$ cat src/rtl/adder_out_router_if.sv
// Bundle between the adder FU, the egress router and the four neighbour links.
// The master drives results, config and link ready; the slave drives flits and status.
interface adder_out_router_if #(
    parameter int WIDTH = 16
);
    logic [3:0][WIDTH-1:0] fu_results;
    logic                  fu_ack;
    logic [15:0]           config_in;
    logic                  in_ready;
    logic [3:0][WIDTH-1:0] dout_data;
    logic [3:0]            dout_valid;
    logic [3:0]            dout_last;
    logic [3:0]            dout_ready;
    logic                  busy;
    logic                  err_ovf;
    logic                  err_cfg;

    modport master (
        output fu_results, fu_ack, config_in, dout_ready,
        input  in_ready, dout_data, dout_valid, dout_last, busy, err_ovf, err_cfg
    );

    modport slave (
        input  fu_results, fu_ack, config_in, dout_ready,
        output in_ready, dout_data, dout_valid, dout_last, busy, err_ovf, err_cfg
    );
endinterface

$ cat src/rtl/adder_out_router.sv
// Egress router for the tile adder: buffers 4-lane result bundles and serializes them lane by
// lane into registered flits toward the N/E/S/W neighbour chosen by the captured config word.
//   state  | meaning
//   IDLE   | no flit on the links, waiting for a buffered bundle
//   SEND   | one flit of the head bundle presented; lane_q is its lane index
module adder_out_router #(
    parameter int WIDTH = 16,
    parameter int DEPTH = 2
) (
    input  logic               clk,
    input  logic               reset,
    adder_out_router_if.slave  bus
);
    localparam int AW = (DEPTH > 1) ? $clog2(DEPTH) : 1;
    localparam logic [AW:0]   DEPTH_C   = (AW+1)'(DEPTH);
    localparam logic [AW:0]   COUNT_ONE = (AW+1)'(1);
    localparam logic [AW-1:0] PTR_ONE   = AW'(1);
    localparam logic [0:0]    S_IDLE    = 1'b0;
    localparam logic [0:0]    S_SEND    = 1'b1;

    logic [3:0][WIDTH-1:0] fifo_data_q [DEPTH];
    logic [1:0]            fifo_mode_q [DEPTH];
    logic [7:0]            fifo_dest_q [DEPTH];
    logic [AW-1:0]         wr_ptr_q, wr_ptr_d, rd_ptr_q, rd_ptr_d;
    logic [AW:0]           count_q, count_d;
    logic [0:0]            state_q, state_d;
    logic [1:0]            lane_q, lane_d;
    logic [3:0]            dv_q, dv_d, dl_q, dl_d;
    logic [3:0][WIDTH-1:0] dd_q, dd_d;
    logic                  err_ovf_q, err_cfg_q;

    logic          cfg_bad, full, push, drop_ovf, retire, pop, load;
    logic [AW-1:0] load_ptr;
    logic [1:0]    load_lane, sel, dir;
    logic          last;
    logic          unused_cfg;

    assign unused_cfg = ^bus.config_in[7:2];

    // Full is judged on occupancy before this edge's pop, so a same-edge pop never rescues an ack.
    assign cfg_bad  = bus.fu_ack && (bus.config_in[1:0] == 2'd2);
    assign full     = (count_q == DEPTH_C);
    assign push     = bus.fu_ack && !cfg_bad && !full;
    assign drop_ovf = bus.fu_ack && !cfg_bad && full;
    assign retire   = (state_q == S_SEND) && |(dv_q & bus.dout_ready);
    assign pop      = retire && (lane_q == 2'd3);

    always_comb begin
        state_d   = state_q;
        lane_d    = lane_q;
        dv_d      = dv_q;
        dd_d      = dd_q;
        dl_d      = dl_q;
        load      = 1'b0;
        load_ptr  = rd_ptr_q;
        load_lane = 2'd0;
        if (state_q == S_IDLE) begin
            if (count_q != '0) begin
                load    = 1'b1;
                state_d = S_SEND;
            end
        end else if (retire) begin
            if (lane_q != 2'd3) begin
                load      = 1'b1;
                load_lane = lane_q + 2'd1;
            end else if (count_q > COUNT_ONE) begin
                load     = 1'b1;
                load_ptr = rd_ptr_q + PTR_ONE;
            end else begin
                state_d = S_IDLE;
                dv_d    = '0;
                dd_d    = '0;
                dl_d    = '0;
            end
        end

        case (fifo_mode_q[load_ptr])
            2'd0:    sel = load_lane;
            2'd1:    sel = {load_lane[1], 1'b0};
            default: sel = 2'd0;
        endcase
        dir = fifo_dest_q[load_ptr][{sel, 1'b0} +: 2];
        case (fifo_mode_q[load_ptr])
            2'd0:    last = 1'b1;
            2'd1:    last = load_lane[0];
            default: last = (load_lane == 2'd3);
        endcase

        if (load) begin
            lane_d      = load_lane;
            dv_d        = '0;
            dd_d        = '0;
            dl_d        = '0;
            dv_d[dir]   = 1'b1;
            dd_d[dir]   = fifo_data_q[load_ptr][load_lane];
            dl_d[dir]   = last;
        end
    end

    always_comb begin
        wr_ptr_d = push ? wr_ptr_q + PTR_ONE : wr_ptr_q;
        rd_ptr_d = pop  ? rd_ptr_q + PTR_ONE : rd_ptr_q;
        count_d  = count_q;
        if (push && !pop)
            count_d = count_q + COUNT_ONE;
        else if (pop && !push)
            count_d = count_q - COUNT_ONE;
    end

    always_ff @(posedge clk) begin
        if (reset) begin
            for (int i = 0; i < DEPTH; i++) begin
                fifo_data_q[i] <= '0;
                fifo_mode_q[i] <= '0;
                fifo_dest_q[i] <= '0;
            end
            wr_ptr_q  <= '0;
            rd_ptr_q  <= '0;
            count_q   <= '0;
            state_q   <= S_IDLE;
            lane_q    <= '0;
            dv_q      <= '0;
            dd_q      <= '0;
            dl_q      <= '0;
            err_ovf_q <= 1'b0;
            err_cfg_q <= 1'b0;
        end else begin
            if (push) begin
                fifo_data_q[wr_ptr_q] <= bus.fu_results;
                fifo_mode_q[wr_ptr_q] <= bus.config_in[1:0];
                fifo_dest_q[wr_ptr_q] <= bus.config_in[15:8];
            end
            wr_ptr_q  <= wr_ptr_d;
            rd_ptr_q  <= rd_ptr_d;
            count_q   <= count_d;
            state_q   <= state_d;
            lane_q    <= lane_d;
            dv_q      <= dv_d;
            dd_q      <= dd_d;
            dl_q      <= dl_d;
            err_ovf_q <= err_ovf_q | drop_ovf;
            err_cfg_q <= err_cfg_q | cfg_bad;
        end
    end

    assign bus.dout_valid = dv_q;
    assign bus.dout_data  = dd_q;
    assign bus.dout_last  = dl_q;
    assign bus.in_ready   = !full;
    assign bus.busy       = (count_q != '0) || (|dv_q);
    assign bus.err_ovf    = err_ovf_q;
    assign bus.err_cfg    = err_cfg_q;
endmodule

$ cat src/flat_wrapper.sv
// flat-port wrapper written by rule: the top's interface ports become plain ports
module adder_out_router_flat 
#(
    parameter int WIDTH = 16,
    parameter int DEPTH = 2
)
  (clk, reset, bus_fu_results, bus_fu_ack, bus_config_in, bus_dout_ready, bus_in_ready, bus_dout_data, bus_dout_valid, bus_dout_last, bus_busy, bus_err_ovf, bus_err_cfg);
  adder_out_router_if #(.WIDTH(WIDTH)) bus_i ();
  input  logic clk;
  input  logic reset;
  input wire logic [$bits(bus_i.fu_results)-1:0] bus_fu_results;
  input wire logic [$bits(bus_i.fu_ack)-1:0] bus_fu_ack;
  input wire logic [$bits(bus_i.config_in)-1:0] bus_config_in;
  input wire logic [$bits(bus_i.dout_ready)-1:0] bus_dout_ready;
  output wire logic [$bits(bus_i.in_ready)-1:0] bus_in_ready;
  output wire logic [$bits(bus_i.dout_data)-1:0] bus_dout_data;
  output wire logic [$bits(bus_i.dout_valid)-1:0] bus_dout_valid;
  output wire logic [$bits(bus_i.dout_last)-1:0] bus_dout_last;
  output wire logic [$bits(bus_i.busy)-1:0] bus_busy;
  output wire logic [$bits(bus_i.err_ovf)-1:0] bus_err_ovf;
  output wire logic [$bits(bus_i.err_cfg)-1:0] bus_err_cfg;
  assign bus_i.fu_results = bus_fu_results;
  assign bus_i.fu_ack = bus_fu_ack;
  assign bus_i.config_in = bus_config_in;
  assign bus_i.dout_ready = bus_dout_ready;
  assign bus_in_ready = bus_i.in_ready;
  assign bus_dout_data = bus_i.dout_data;
  assign bus_dout_valid = bus_i.dout_valid;
  assign bus_dout_last = bus_i.dout_last;
  assign bus_busy = bus_i.busy;
  assign bus_err_ovf = bus_i.err_ovf;
  assign bus_err_cfg = bus_i.err_cfg;
  adder_out_router #(.WIDTH(WIDTH), .DEPTH(DEPTH)) u_core (.clk(clk), .reset(reset), .bus(bus_i));
endmodule
$ cat config.mk
export PLATFORM = sky130hd
export DESIGN_NAME = adder_out_router_flat
export DESIGN_NICKNAME = d
export VERILOG_FILES = /design/src/rtl/adder_out_router_if.sv /design/src/rtl/adder_out_router.sv /design/src/flat_wrapper.sv
export SDC_FILE = /design/constraint.sdc
export NUM_CORES = 1
export LEC_CHECK = 0
export CORE_UTILIZATION = 35
export CTS_CLUSTER_SIZE = 12
export DETAILED_ROUTE_END_ITERATION = 8
export PLACE_DENSITY_LB_ADDON = 0.12
export SLEW_MARGIN = 15
export SYNTH_ARGS = -nofsm -noshare
export SYNTH_HDL_FRONTEND = slang
export SYNTH_SLANG_ARGS = --single-unit
$ cat constraint.sdc
create_clock -name clk -period 5.57 [get_ports clk]
set_input_delay 1.114 -clock clk [delete_from_list [all_inputs] [get_ports clk]]
set_output_delay 1.114 -clock clk [all_outputs]
set_load 0.005 [all_outputs]
After elaboration in Yosys (flattened, before gate mapping)
Memories as Yosys holds them, arrays and structs flattened.
Cells that the tools add are included.

operators by class
  bitwise operators = 5
  eq/ne operators = 8
  reductions and logical operators = 25
  multiplexer cells = 49
  shift-type cells = 1
  add/subtract/negate cells = 5
  magnitude comparators = 4

operator list
  cell                                                                           number
  64-bit two-way mux                                                             6
  64-bit AND                                                                     1
  64-bit OR reduction                                                            1
  16-bit binary-select mux with 2-bit select                                     1
  16-bit demux with 2-bit select                                                 1
  16-bit two-way mux                                                             2
  4-bit two-way mux                                                              6
  1-bit two-way mux                                                              23
  2-bit two-way mux                                                              6
  1-bit logical AND                                                              9
  4-bit AND                                                                      2
  2-bit equality test (second input constant)                                    4
  8-bit two-way mux                                                              1
  2-bit nonzero test                                                             4
  4-bit OR reduction                                                             2
  8-bit OR reduction                                                             1
  8-bit by 4-bit variable part select with 2-bit output                          1
  2-bit by 3-bit less-than comparator with 1-bit output (second input constant)  2
  2-bit by 1-bit adder with 2-bit output (second input constant)                 2
  1-bit zero test                                                                4
  2-bit by 1-bit != test with 1-bit output (second input constant)               2
  2-bit one-hot mux with 2 select lines                                          1
  4-bit AND reduction                                                            1
  1-bit adder (second input constant)                                            2
  other kinds (11)                                                               12

storage, ports and cells
  logic and storage cells = 113
  memory bits (writable) = 148
  output and inout bits = 76
  input bits = 87
  register bits = 81
  memories kept = 3

memories
  memory              words  width  rd ports  clocked after Yosys merged registers in  write ports  line                    text
  u_core.fifo_data_q  2      64     1         0                                        2            adder_out_router.sv:21  logic [3:0][WIDTH-1:0] fifo_data_q [DEPTH];
  u_core.fifo_dest_q  2      8      1         0                                        2            adder_out_router.sv:23  logic [7:0] fifo_dest_q [DEPTH];
  u_core.fifo_mode_q  2      2      1         0                                        2            adder_out_router.sv:22  logic [1:0] fifo_mode_q [DEPTH];

Longest topological paths before layout
An unclocked memory read counts as a cell.

  depth in word-level cells = 15
  mapped depth = 11
  gate-level depth less buffers = 10

Worst setup path before layout
OpenSTA, ideal clock, no wires.

  path kind = in2reg
  start = input bus_config_in[0]
  end = memory u_core.fifo_data_q[0][0] in the netlist's numbering (enable)
  data required time = 5.048 ns
  stages on the path = 4
  buffers on the path = 0
  slack = 0.164 ns
  data arrival time = 4.884 ns
  library setup time = 0.522 ns
  path through = inv_1 nand2_1 nand3_1 o21bai_1

RTL lines
  item                line                    text
  start: declaration  flat_wrapper.sv:13      input wire logic [$bits(bus_i.config_in)-1:0] bus_config_in;
  end: declaration    adder_out_router.sv:21

Final worst setup path
  start = input bus_dout_ready[0]
  end = register u_core.dd_q, in the netlist u_core.bus.dout_data[24]

between the ends
  longest elaborated chain between the ends = 15
  elaborated cells on any way between the ends = 30
  classes of those cells = order compare: 2; eq/ne: 3; shift: 1; mux: 12; bitwise: 2; reduce/logical: 7; memory: 3

ends and longest elaborated chain
  item                                                                                                                                                                line                     text
  start: declaration                                                                                                                                                  flat_wrapper.sv:14       input wire logic [$bits(bus_i.dout_ready)-1:0] bus_dout_ready;
  4-bit AND (*)                                                                                                                                                       adder_out_router.sv:45   assign retire = (state_q == S_SEND) && |(dv_q & bus.dout_ready);
  4-bit OR reduction (*)                                                                                                                                              adder_out_router.sv:45
  1-bit logical AND (*)                                                                                                                                               adder_out_router.sv:45
  1-bit two-way mux                                                                                                                                                   adder_out_router.sv:62   end else if (retire) begin
  1-bit two-way mux                                                                                                                                                   adder_out_router.sv:57   if (state_q == S_IDLE) begin
  memory read 2 x 2 bit                                                                                                                                               --
  2-bit by 1-bit equality test with 1-bit output / 2-bit zero test (equally long branches)                                                                            adder_out_router.sv:77   case (fifo_mode_q[load_ptr])
  2-bit one-hot mux with 2 select lines                                                                                                                               adder_out_router.sv:77
  8-bit by 4-bit variable part select with 2-bit output                                                                                                               adder_out_router.sv:82   dir = fifo_dest_q[load_ptr][{sel, 1'b0} +: 2];
  2-bit by 3-bit less-than comparator with 1-bit output (implied by the code) / 2-bit by 1-bit greater-or-equal comparator with 1-bit output (equally long branches)  adder_out_router.sv:95   dd_d[dir] = fifo_data_q[load_ptr][load_lane];
  1-bit logical AND (implied by the code)                                                                                                                             adder_out_router.sv:95
  16-bit two-way mux (implied by the code)                                                                                                                            adder_out_router.sv:95
  16-bit demux with 2-bit select                                                                                                                                      --
  64-bit AND (no line)                                                                                                                                                --
  64-bit two-way mux                                                                                                                                                  adder_out_router.sv:89   if (load) begin
  end signal: assignment                                                                                                                                              adder_out_router.sv:123  dd_q <= '0;
  end signal: assignment                                                                                                                                              adder_out_router.sv:139  dd_q <= dd_d;
  end: declaration                                                                                                                                                    adder_out_router.sv:29   logic [3:0][WIDTH-1:0] dd_q, dd_d;

Every way passes the cells marked *; elsewhere a longest branch is shown, timed or not. The select of a mux whose other input is x is not followed.
A chain may end at the register's enable or synchronous reset.

==> impl_metrics.yaml <==
worst_setup_path:
  cp-start-kind: "input port"
  reg2reg_from: "u_core.count_q[1]"
  worstPathRequired_ns: 6.01
  crit_arrival_ns: 4.04
  criticalPathCategory: "input port to register"
  r2r_cells: 10
  end_kind: "register"
  reg2reg_setup_slack_ns: 2.35
  cp_max_fo: 30
  reg2reg_to: "u_core.bus.dout_data[24]"
synth:
  synth_xor_area_share_pct: 0.629
  synth_top_family_by_area: "simple AND/OR/NAND/NOR gates"
  synth_compound_area_share_pct: 7.15
  syn_avg_cell_area_um2: 10.7
  syn_inst: 890
  synth_area_mm2: 0.00955
  synth-simple-area-share_pct: 25.0
  synth-async-reset-ratio_pct: 0
  ys_ff_latch: 229
  synth_ff_type: "edfxtp_1"
  synthAdderAreaFrac_pct: 0.655
  syn_nets: 982
  ys_types: 51
  synth_edf_count: 148
  yosysSeqAreaShare_pct: 63.5
  synth.area.mux_share_pct: 0.602
  ys_warn_count: 0
clock_network:
  cts_buffers: 25
  cts_tree: "yes"
  cts_root_buf: "clkbuf_16"
  ctsHtreeMaxLevel: 1
  post_cts_resized: 0
  post_cts_buffers: 0
  clockBufferDepth: 3
  clkTransAtPathRegs_ns: 0.06
  cts.sinks: 229
  ctsHoldBuffers: 0
  clk_latency_ns: 0.52
detailed_routing:
  via_count: 6782
  first_pass_iters: 5
  drtIter0Drc: 445
  vias_per_cell: 4.86
  routed_wl_um: 24800
  wire_per_inst_um: 17.8
  drc: 0
  detail-route-antenna-nets: 0
die:
  rows: 60
  initial_utilization_pct: 35.5
  dieArea_mm2: 0.0280
  core_mm2: 0.0269
  top_level_ports: 163
  die_w_um: 167
  die_h_um: 167
power_and_ir_drop:
  swShare_pct: 23.7
  internal_power_w: 0.00308
  pwr-share-clk_pct: 40.1
  total_leakage_power_nw: 4.49
  power.total_w: 0.00404
  vdd_drop_max_uv: 193
  pwr-share-seq_pct: 49.2
  power.density_mw_per_mm2: 328
  pwr-share-comb_pct: 10.7
  p_switching_w: 0.000956
cells_and_area:
  final_util_pct: 45.8
  drive_gt1_share_pct: 8.17
  stdcell_count: 1395
  design_area_mm2: 0.0123
  syn_to_final_growth_pct: 28.9
  fillers: 2556
  nNetsFinal: 1127
timing:
  tightest_slew_ns: 1.08
  final_max_slew_viol_count: 0
  post-route-period-util_pct: 64.6
  finalCriticalPeriod_ns: 3.60
  rsz0062_at_grt: "no"
  setup-tns-final_ns: 0
  clock-skew-final_ns: 0.0171
  slew_headroom_pct: 28.3
  hold_viol_final: 0
  setup_violations: 0
  fmax_mhz: 278
placed_design:
  hpwlAfterDp_um: 16200
  dp.cells: 1349
  place_area_mm2: 0.0115
  gp_congestion: 0.789
  numPortBuffers: 156
global_route:
  grt_pass1_wl_um: 38000
  grtUsageTotal_pct: 17.8
  grt_pass1_vias: 6435
  grt_max_degree: 75
  grt_overflow: 0
  antenna_found_initial: 0
min_path:
  holdPathEnd: "u_core.bus.dout_data[32]"
  min_delay_path_depth: 2
  hold_class: "register to register"
  hp-start: "u_core.bus.dout_data[32]"
status:
  status: "completed"
job:
  maxCapViolations: 0
logic make-up (layout without fill, tap and decap cells):
kind of cell | after synthesis | count (layout)
AO/OA/AOI/OAI | 103 | 103
XOR/XNOR | 6 | 6
adder cells (fa/ha/maj) | 5 | 5
buffers and inverters | 55 | 218
flip-flops | 229 | 229
multiplexers | 5 | 5
other | 0 | 1
AND/OR/NAND/NOR | 487 | 487
through the flow:
step / setup slack (ns) / hold WS (ns)
5_1_grt: 1.76 / 0.471
3_3_place_gp: 1.41 / 0.434
2_1_floorplan: 0.164 / 0.443
6_report: 1.97 / 0.447
3_5_place_dp: 1.39 / 0.442
4_1_cts: 1.92 / 0.450
critical path, cell delays in order:
cell and delay [ns]:
clkdlybuf4s50_1 0.42, a22oi_1 0.40, a21oi_4 0.18, xnor2_4 0.16, buf_4 0.36, mux2_4 0.37, o221ai_1 0.27, nand3_2 0.44
o21ai_0 0.30
registers in the layout, summed over array words and instances (netlist names):
register	flops
u_core.lane_q	2
u_core.bus.dout_last	4
u_core.fifo_mode_q	4
u_core.bus.err_cfg	1
u_core.fifo_dest_q	16
u_core.rd_ptr_q	1
u_core.wr_ptr_q	1
u_core.bus.dout_valid	4
u_core.fifo_data_q	128
u_core.bus.err_ovf	1
u_core.state_q	1
u_core.bus.dout_data	64
u_core.count_q	2
area by class of cell:
| type | instances | area (um^2) | share of cell area [%] |
|---|---|---|---|
| flip-flops and latches | 229 | 6070 | 49.2 |
| multi-input cells | 606 | 3320 | 26.9 |
| repair buffers | 166 | 1660 | 13.5 |
| clock buffers | 41 | 795 | 6.45 |
| well taps | 341 | 427 | 3.46 |
| inverters | 7 | 26.3 | 0.213 |
| clock inverters | 4 | 23.8 | 0.193 |
| diodes | 1 | 2.50 | 0.0203 |
power groups by stage:
stage	clock [W]	combinational [W]	sequential, W
floorplan	0	0.000220	0.00202
global placement	0	0.000440	0.00202
detailed placement	0	0.000442	0.00202
CTS	0.00165	0.000443	0.00199
global route	0.00172	0.000479	0.00200
finish	0.00162	0.000432	0.00199
synth_stat cells (3+ instances only):
| library cell | n | area [um^2] |
|---|---|---|
| nor2b_1 | 3 | 18.8 |
| nand3_1 | 66 | 330 |
| nor2_1 | 24 | 90.1 |
| nand4_1 | 16 | 100 |
| xor2_1 | 5 | 43.8 |
| buf_4 | 4 | 30.0 |
| a31oi_1 | 4 | 25.0 |
| a21oi_1 | 5 | 25.0 |
| o21ai_1 | 24 | 120 |
| o21ai_2 | 6 | 52.6 |
| nand2_1 | 213 | 800 |
| and2_1 | 148 | 926 |
| ha_1 | 5 | 62.6 |
| edfxtp_1 | 148 | 4440 |
| buf_2 | 9 | 45.0 |
| buf_1 | 3 | 11.3 |
| nor3_1 | 6 | 30.0 |
| o21ai_0 | 38 | 190 |
| inv_1 | 7 | 26.3 |
| dfxtp_1 | 81 | 1620 |
| clkbuf_1 | 31 | 116 |
how the worst max path moves through the flow:
stage,from,to,slack [ns]
finish,bus_dout_ready[0],u_core.bus.dout_data[24],1.97
global route,bus_dout_ready[2],u_core.bus.dout_data[24],1.76
CTS,bus_dout_ready[0],u_core.bus.dout_data[24],1.92
detailed placement,bus_dout_ready[0],u_core.bus.dout_data[24],1.39
global placement,bus_dout_ready[0],u_core.bus.dout_data[26],1.41
floorplan,bus_config_in[0],u_core.fifo_data_q[0][0],0.16
cells in the final DEF, fill, tap and decap left out, drive strengths merged, types with 2 or more instances in the layout:
master / n
o2111ai: 4
nand3: 68
edfxtp: 148
ha: 5
or2: 2
xor2: 5
a2111o: 2
o21ai: 70
nand4: 16
clkdlybuf4s50: 156
mux2: 3
clkbuf: 41
nor2b: 3
clkinv: 3
nor2: 24
a21oi: 7
mux2i: 2
nor4: 2
nor3: 6
o32ai: 2
a22oi: 2
buf: 10
nand2: 213
a22o: 2
o221a: 2
inv: 8
o221ai: 2
and2: 148
a31oi: 4
dfxtp: 81
routing by layer:
metal	GRT usage, %	up-vias	routed length [um]
met5	0	-	0
met3	2.86	32	1250
li1	-	3359	-
met4	4.31	0	412
met2	29.2	182	11500
met1	24.5	3209	11600
No activity file was read; power rests on OpenSTA's default activity.
